==> src/rtl/rs_alu_scheduler_pkg.sv <==
// Shared types for the ALU reservation station: opcodes, data/address/ROB tag types, entry layout.
// RS_AGE_SELECT_EN (optional macro) switches dispatch from lowest-index to oldest-ready selection.
package rs_alu_scheduler_pkg;

    localparam int RS_SIZE_DEF = 8;
    localparam int DATA_W      = 32;
    localparam int ADDR_W      = 32;
    localparam int ROB_W       = 4;

    typedef logic [DATA_W-1:0] data_t;
    typedef logic [ADDR_W-1:0] addr_t;
    typedef logic [ROB_W-1:0]  rob_index_t;

    typedef enum logic [3:0] {
        OP_NOP  = 4'd0,
        OP_ADD  = 4'd1,
        OP_SUB  = 4'd2,
        OP_ADDI = 4'd3,
        OP_AND  = 4'd4,
        OP_OR   = 4'd5,
        OP_XOR  = 4'd6,
        OP_SLL  = 4'd7,
        OP_SRL  = 4'd8,
        OP_SRA  = 4'd9,
        OP_SLT  = 4'd10,
        OP_SLTU = 4'd11,
        OP_BEQ  = 4'd12,
        OP_BNE  = 4'd13,
        OP_JAL  = 4'd14,
        OP_LUI  = 4'd15
    } openum_t;

    typedef struct packed {
        logic       busy;
        openum_t    op;
        data_t      vj;
        data_t      vk;
        logic       qj_valid;
        rob_index_t qj;
        logic       qk_valid;
        rob_index_t qk;
        data_t      imm;
        addr_t      pc;
        rob_index_t rob_index;
    } rs_entry_t;

endpackage

==> src/rtl/rs_alu_scheduler_select.sv <==
// Ready-entry picker: one-hot grant out of the READY vector.
// With RS_AGE_SELECT_EN the oldest entry wins (age[i][j] = i older than j), else lowest index.
module rs_select #(
    parameter int N = 8
) (
    input  logic [N-1:0]        ready,
`ifdef RS_AGE_SELECT_EN
    input  logic [N-1:0][N-1:0] age,
`endif
    output logic [N-1:0]        grant,
    output logic                valid
);

`ifdef RS_AGE_SELECT_EN
    logic older;

    always_comb begin
        grant = '0;
        older = 1'b0;
        for (int i = 0; i < N; i++) begin
            older = 1'b1;
            for (int j = 0; j < N; j++) begin
                if (j != i && ready[j] && !age[i][j])
                    older = 1'b0;
            end
            grant[i] = ready[i] && older;
        end
    end
`else
    always_comb begin
        grant = '0;
        for (int i = N-1; i >= 0; i--) begin
            if (ready[i]) begin
                grant    = '0;
                grant[i] = 1'b1;
            end
        end
    end
`endif

    assign valid = |ready;

endmodule

==> src/rtl/rs_alu_scheduler.sv <==
// ALU reservation station: issue, CDB wakeup with issue bypass, single dispatch per cycle.
// Define RS_AGE_SELECT_EN to dispatch the oldest ready entry instead of the lowest index.
module rs_alu_scheduler
    import rs_alu_scheduler_pkg::*;
#(
    parameter int RS_SIZE = RS_SIZE_DEF
) (
    input  logic       clk_in,
    input  logic       rst_n_in,
    input  logic       rdy_in,
    input  logic       clr_in,
    input  logic       issue_valid,
    input  openum_t    issue_op,
    input  data_t      issue_vj,
    input  data_t      issue_vk,
    input  logic       issue_qj_valid,
    input  logic       issue_qk_valid,
    input  rob_index_t issue_qj,
    input  rob_index_t issue_qk,
    input  data_t      issue_imm,
    input  addr_t      issue_pc,
    input  rob_index_t issue_rob_index,
    output logic       rs_full,
    input  logic       cdb_valid,
    input  rob_index_t cdb_rob_index,
    input  data_t      cdb_value,
    output logic       rs_to_alu_ready,
    output openum_t    rs_to_alu_op,
    output data_t      rs_to_alu_rs1,
    output data_t      rs_to_alu_rs2,
    output data_t      rs_to_alu_imm,
    output addr_t      rs_to_alu_pc,
    output rob_index_t rs_to_alu_rob_index
);

    localparam int CNT_W = $clog2(RS_SIZE + 1);

    rs_entry_t          ent [RS_SIZE];
    rs_entry_t          new_ent;
    rs_entry_t          sel_ent;
    logic [RS_SIZE-1:0] busy;
    logic [RS_SIZE-1:0] ready_vec;
    logic [RS_SIZE-1:0] alloc;
    logic [RS_SIZE-1:0] grant;
    logic               grant_valid;
    logic               issue_fire;
    logic               byp_j;
    logic               byp_k;
    logic [CNT_W-1:0]   free_cnt;

    always_comb begin
        busy      = '0;
        ready_vec = '0;
        for (int i = 0; i < RS_SIZE; i++) begin
            busy[i]      = ent[i].busy;
            ready_vec[i] = ent[i].busy && !ent[i].qj_valid && !ent[i].qk_valid;
        end
    end

    // Descending scan so the lowest free index is the one left in alloc.
    always_comb begin
        alloc    = '0;
        free_cnt = '0;
        for (int i = RS_SIZE-1; i >= 0; i--) begin
            if (!busy[i]) begin
                alloc    = '0;
                alloc[i] = 1'b1;
                free_cnt = free_cnt + CNT_W'(1);
            end
        end
    end

    assign issue_fire = issue_valid && rdy_in && !clr_in && !rs_full;

    // A tag broadcast in the issue cycle is captured directly into the new entry.
    always_comb begin
        byp_j = cdb_valid && issue_qj_valid && (issue_qj == cdb_rob_index);
        byp_k = cdb_valid && issue_qk_valid && (issue_qk == cdb_rob_index);
        new_ent           = '0;
        new_ent.busy      = 1'b1;
        new_ent.op        = issue_op;
        new_ent.vj        = byp_j ? cdb_value : issue_vj;
        new_ent.vk        = byp_k ? cdb_value : issue_vk;
        new_ent.qj_valid  = issue_qj_valid && !byp_j;
        new_ent.qj        = issue_qj;
        new_ent.qk_valid  = issue_qk_valid && !byp_k;
        new_ent.qk        = issue_qk;
        new_ent.imm       = issue_imm;
        new_ent.pc        = issue_pc;
        new_ent.rob_index = issue_rob_index;
    end

`ifdef RS_AGE_SELECT_EN
    logic [RS_SIZE-1:0][RS_SIZE-1:0] age;

    // New entry becomes younger than everything: clear its row, set its column.
    always_ff @(posedge clk_in or negedge rst_n_in) begin
        if (!rst_n_in) begin
            age <= '0;
        end else if (issue_fire) begin
            for (int i = 0; i < RS_SIZE; i++) begin
                if (alloc[i])
                    age[i] <= '0;
                else
                    age[i] <= age[i] | alloc;
            end
        end
    end

    rs_select #(.N(RS_SIZE)) u_select (
        .ready (ready_vec),
        .age   (age),
        .grant (grant),
        .valid (grant_valid)
    );
`else
    rs_select #(.N(RS_SIZE)) u_select (
        .ready (ready_vec),
        .grant (grant),
        .valid (grant_valid)
    );
`endif

    always_comb begin
        sel_ent = '0;
        for (int i = 0; i < RS_SIZE; i++) begin
            if (grant[i])
                sel_ent = ent[i];
        end
    end

    always_ff @(posedge clk_in or negedge rst_n_in) begin
        if (!rst_n_in) begin
            for (int i = 0; i < RS_SIZE; i++)
                ent[i] <= '0;
            rs_full             <= 1'b0;
            rs_to_alu_ready     <= 1'b0;
            rs_to_alu_op        <= OP_NOP;
            rs_to_alu_rs1       <= '0;
            rs_to_alu_rs2       <= '0;
            rs_to_alu_imm       <= '0;
            rs_to_alu_pc        <= '0;
            rs_to_alu_rob_index <= '0;
        end else if (clr_in) begin
            for (int i = 0; i < RS_SIZE; i++)
                ent[i].busy <= 1'b0;
            rs_full         <= 1'b0;
            rs_to_alu_ready <= 1'b0;
        end else if (rdy_in) begin
            for (int i = 0; i < RS_SIZE; i++) begin
                if (grant_valid && grant[i]) begin
                    ent[i].busy <= 1'b0;
                end else if (issue_fire && alloc[i]) begin
                    ent[i] <= new_ent;
                end else if (ent[i].busy && cdb_valid) begin
                    if (ent[i].qj_valid && ent[i].qj == cdb_rob_index) begin
                        ent[i].vj       <= cdb_value;
                        ent[i].qj_valid <= 1'b0;
                    end
                    if (ent[i].qk_valid && ent[i].qk == cdb_rob_index) begin
                        ent[i].vk       <= cdb_value;
                        ent[i].qk_valid <= 1'b0;
                    end
                end
            end
            rs_to_alu_ready <= grant_valid;
            if (grant_valid) begin
                rs_to_alu_op        <= sel_ent.op;
                rs_to_alu_rs1       <= sel_ent.vj;
                rs_to_alu_rs2       <= sel_ent.vk;
                rs_to_alu_imm       <= sel_ent.imm;
                rs_to_alu_pc        <= sel_ent.pc;
                rs_to_alu_rob_index <= sel_ent.rob_index;
            end
            // Conservative: a slot freed by this cycle's dispatch is not counted.
            rs_full <= (free_cnt == '0) ||
                       (free_cnt <= CNT_W'(1) && issue_fire);
        end
    end

endmodule

==> config.mk <==
export PLATFORM = sky130hd
export DESIGN_NAME = rs_alu_scheduler
export DESIGN_NICKNAME = d
export VERILOG_FILES = /design/src/rtl/rs_alu_scheduler_pkg.sv /design/src/rtl/rs_alu_scheduler_select.sv /design/src/rtl/rs_alu_scheduler.sv
export SDC_FILE = /design/constraint.sdc
export NUM_CORES = 2
export LEC_CHECK = 0
export BUFFER_PORTS_ARGS = -buffer_cell sky130_fd_sc_hd__buf_2
export CORE_ASPECT_RATIO = 1.4
export CORE_MARGIN = 8
export CORE_UTILIZATION = 32
export DETAILED_ROUTE_END_ITERATION = 10
export PLACE_DENSITY = 0.55
export SYNTH_ARGS = -nofsm -noshare
export SYNTH_HDL_FRONTEND = slang
export SYNTH_SLANG_ARGS = --single-unit
==> constraint.sdc <==
create_clock -name clk_in -period 5.7 [get_ports clk_in]
set_input_delay 0 -clock clk_in [delete_from_list [all_inputs] [get_ports clk_in]]
set_output_delay 0 -clock clk_in [all_outputs]
set_load 0.05 [all_outputs]
==> qor.txt <==
Hold Crit Class = in -> async
Unrepaired setup endpoints after global routing = false
Min Tclk post-route = 5.12 ns
Final setup viols = 0
Die X = 390 um
Async S/R FF share, synth = 100%
Fmax = 195 MHz
Yosys cell types = 67
Vias = 53300
Initial antenna violation count = 38
Core Region = 0.195 mm^2
Wirelength per Cell = 25.3 um
Final nets = 7125
Placed Instances = 9142
Number of global-route vias before repair = 53600
Crit-path max cell delay = 0.51 ns
Final hold vios = 0
Crit start category = register
Remaining Overflow, GRT = 0
WS Path Type = reg -> reg
Clock Root Buffer = clkbuf_16
Tcrit/Tclk final = 89.7%
Post-cts repair resize count = 0
Commonest cells after routing, fill and taps aside = 1847 x nand2_1, 1314 x dfrtp_1, 446 x nor2_1, 418 x mux2i_1, 407 x o21ai_0
Routability cong. = 0.852
Clk Latency, worst-skew pair = 0.81 ns
CP Data Required Time = 6.42 ns
Worst-margin pin slew = 1.34 ns
WHS = 0.0574 ns
Number of buffers created by CTS = 146
Final std cells w/o fill = 9668
GRT Total Usage = 22.5%
Pin count of the biggest net entering global routing = 168
Max Clock Skew = 0.0378 ns
Worst setup margin = 0.585 ns
Max-slew violation count = 0
Leakage = 33.9 nW
Final WL = 245 mm
Clock Sinks = 1314
Clock slew at reported path FFs = 0.06 ns
Commonest non-fill, non-tap cell in the layout = nand2_1
First-pass GRT wire length = 361 mm
Die height = 540 um
Cell Chain, Critical Path = inv_1 -> ha_1 -> xnor2_1 -> ha_1 -> nor2b_1 -> a21o_1 -> ha_1 -> nor2b_1 -> a221o_1 -> ha_1 -> mux2_2 -> ha_1 -> mux2_2 -> ha_1 -> xnor2_1 -> xnor2_1 -> o32ai_1 -> nand3_1 -> o2bb2ai_1
Io pins = 326
Outcome = finished clean
Worst EP arrival = 5.83 ns
Register area share after synthesis = 52.3%
Post-synth EDFFs = 0
Mapped Area = 0.0628 mm^2
Sum Neg Setup Slack = 0 ns
I/O Buffers = 325
Share of cells above drive strength 1 = 14.0%
Pwr dens = 312 mW/mm^2
Critical-path maximum fanout = 8
Htree depth = 4
Max_slew headroom = 10.5%
Drt first-iter violations = 4339
Peak supply drop = 291 uV
Post-CTS setup buffers = 0
Num rows = 192
Die area = 0.211 mm^2
Max Cap Viol = 0
Post-Place Setup Slack = 0.692 ns
Post-synth net total = 6925
DP HPWL = 141 mm
Vias per cell = 5.51
Fillcell total = 19600
Avg Cell Area, Syn = 9.33 um^2
P&R area growth vs syn = 17.7%
DRT antenna net count = 0
Ys flop type = dfrtp_1
Clock tree buffer depth = 3
DR pass1 iterations = 7
Tot Pwr = 23.1 mW
Yosys Warn Count = 0
Worst Setup End Kind = register
Initial Util = 32.2%
Synth Register Bits = 1314
Residual DRC = 0
Worst path slowest cell = dfrtp_1
Syn Inst Count = 6729
CTS tree = yes
CP most frequent cell = ha_1
[layer usage]
| layer | wire [um] | vias to the layer above | track usage, % |
|---|---|---|---|
| met5 | 180 | - | 0 |
| met4 | 9450 | 28 | 8.58 |
| met3 | 19800 | 615 | 4.95 |
| met2 | 116000 | 2292 | 37.4 |
| met1 | 99000 | 26800 | 28.5 |
| li1 | - | 23600 | - |
[flip-flops by register name, summed over array words and instances, names as in the netlist, 4 cells and up]
name / cells
busy: 8
rs_to_alu_pc: 32
rs_to_alu_rob_index: 4
rs_to_alu_op: 4
rs_to_alu_imm: 32
ent: 1168
rs_to_alu_rs1: 32
rs_to_alu_rs2: 32
[cell usage after synthesis, types with 14 or more instances]
master / n / area (um^2)
a2111oi_0: 55 / 482
a211oi_1: 17 / 128
a21oi_1: 348 / 1740
a221o_1: 107 / 1070
a221oi_1: 81 / 709
a222oi_1: 14 / 140
a22o_1: 43 / 377
a22oi_1: 67 / 503
a31oi_1: 54 / 338
buf_1: 18 / 67.6
buf_2: 124 / 621
buf_4: 39 / 293
clkbuf_1: 480 / 1800
dfrtp_1: 1314 / 32900
mux2_2: 216 / 2430
mux2i_1: 420 / 4200
nand2_1: 1856 / 6970
nand3_1: 22 / 110
nor2_1: 457 / 1720
nor3_1: 114 / 571
o21ai_0: 407 / 2040
o21ai_1: 44 / 220
o221ai_1: 57 / 499
o22ai_1: 87 / 544
o31ai_1: 64 / 480
xnor2_1: 39 / 342
xor2_1: 47 / 412
[path summary, 6_finish.rpt]
path,startpoint,end,slack [ns],depth (start not counted)
worst max-delay path,busy[6],rs_full,0.58,19
worst min-delay path,rst_n_in,ent[9],0.06,3
worst max register to register,busy[6],rs_full,0.58,19
worst min register to register,ent[47],ent[47],0.46,2
max in group asynchronous,rst_n_in,ent[1093],4.52,4
min in group clk_in,issue_imm[15],ent[786],0.06,4
[layout make-up]
class	count	area [um^2]	share of cell area, %
Antenna cell	15	37.5	0.0508
Clock buffer	214	4240	5.74
Clock inverter	39	469	0.634
Inverter	12	45.0	0.0609
Multi-Input combinational cell	4739	27500	37.2
Sequential cell	1314	32900	44.5
Tap cell	2619	3280	4.43
Timing Repair Buffer	716	5480	7.41
[worst max-delay path, delay by kind of cell (launching register included)]
| kind | cells | cell delay (ns) |
|---|---|---|
| AOI/OAI and AO/OA | 4 | 0.91 |
| xor gates and xnor gates | 3 | 0.65 |
| adders and majority gates | 6 | 1.84 |
| buffers and inverters | 1 | 0.16 |
| DFF | 1 | 0.51 |
| muxes | 2 | 0.56 |
| and+or+nand+nor | 3 | 0.40 |
[repair_timing]
action,CTS,global route
endpoints found under the setup margin,0,0
hold endpoints to repair,1877,0
hold buffers,258,0
[where the power goes]
part | leakage, nW | switching [mW] | total (mW) | internal, mW
clock network | 2.32 | 4.04 | 9.52 | 5.48
logic | 13.8 | 2.14 | 3.09 | 0.949
registers | 17.8 | 0.470 | 10.5 | 9.99
total | 33.9 | 6.65 | 23.1 | 16.4
[per-stage QoR]
stage,util (%),area [um^2]
after floorplan,-,62800
after global routing,37.9,73900
after CTS,37.8,73900
final,37.9,74000
after global placement,34.1,66600
after detailed placement,34.1,66600
[logic make-up after synthesis]
group	count (synthesis)	share of synthesized area, %
AO/OA/AOI/OAI	1476	15.2
XOR/XNOR	86	1.20
adder cells (fa/ha/maj)	8	0.159
buffers and inverters	676	4.56
flip-flops	1314	52.3
multiplexers	636	10.6
AND/OR/NAND/NOR	2533	15.9
(Power assumes the default switching activity.)
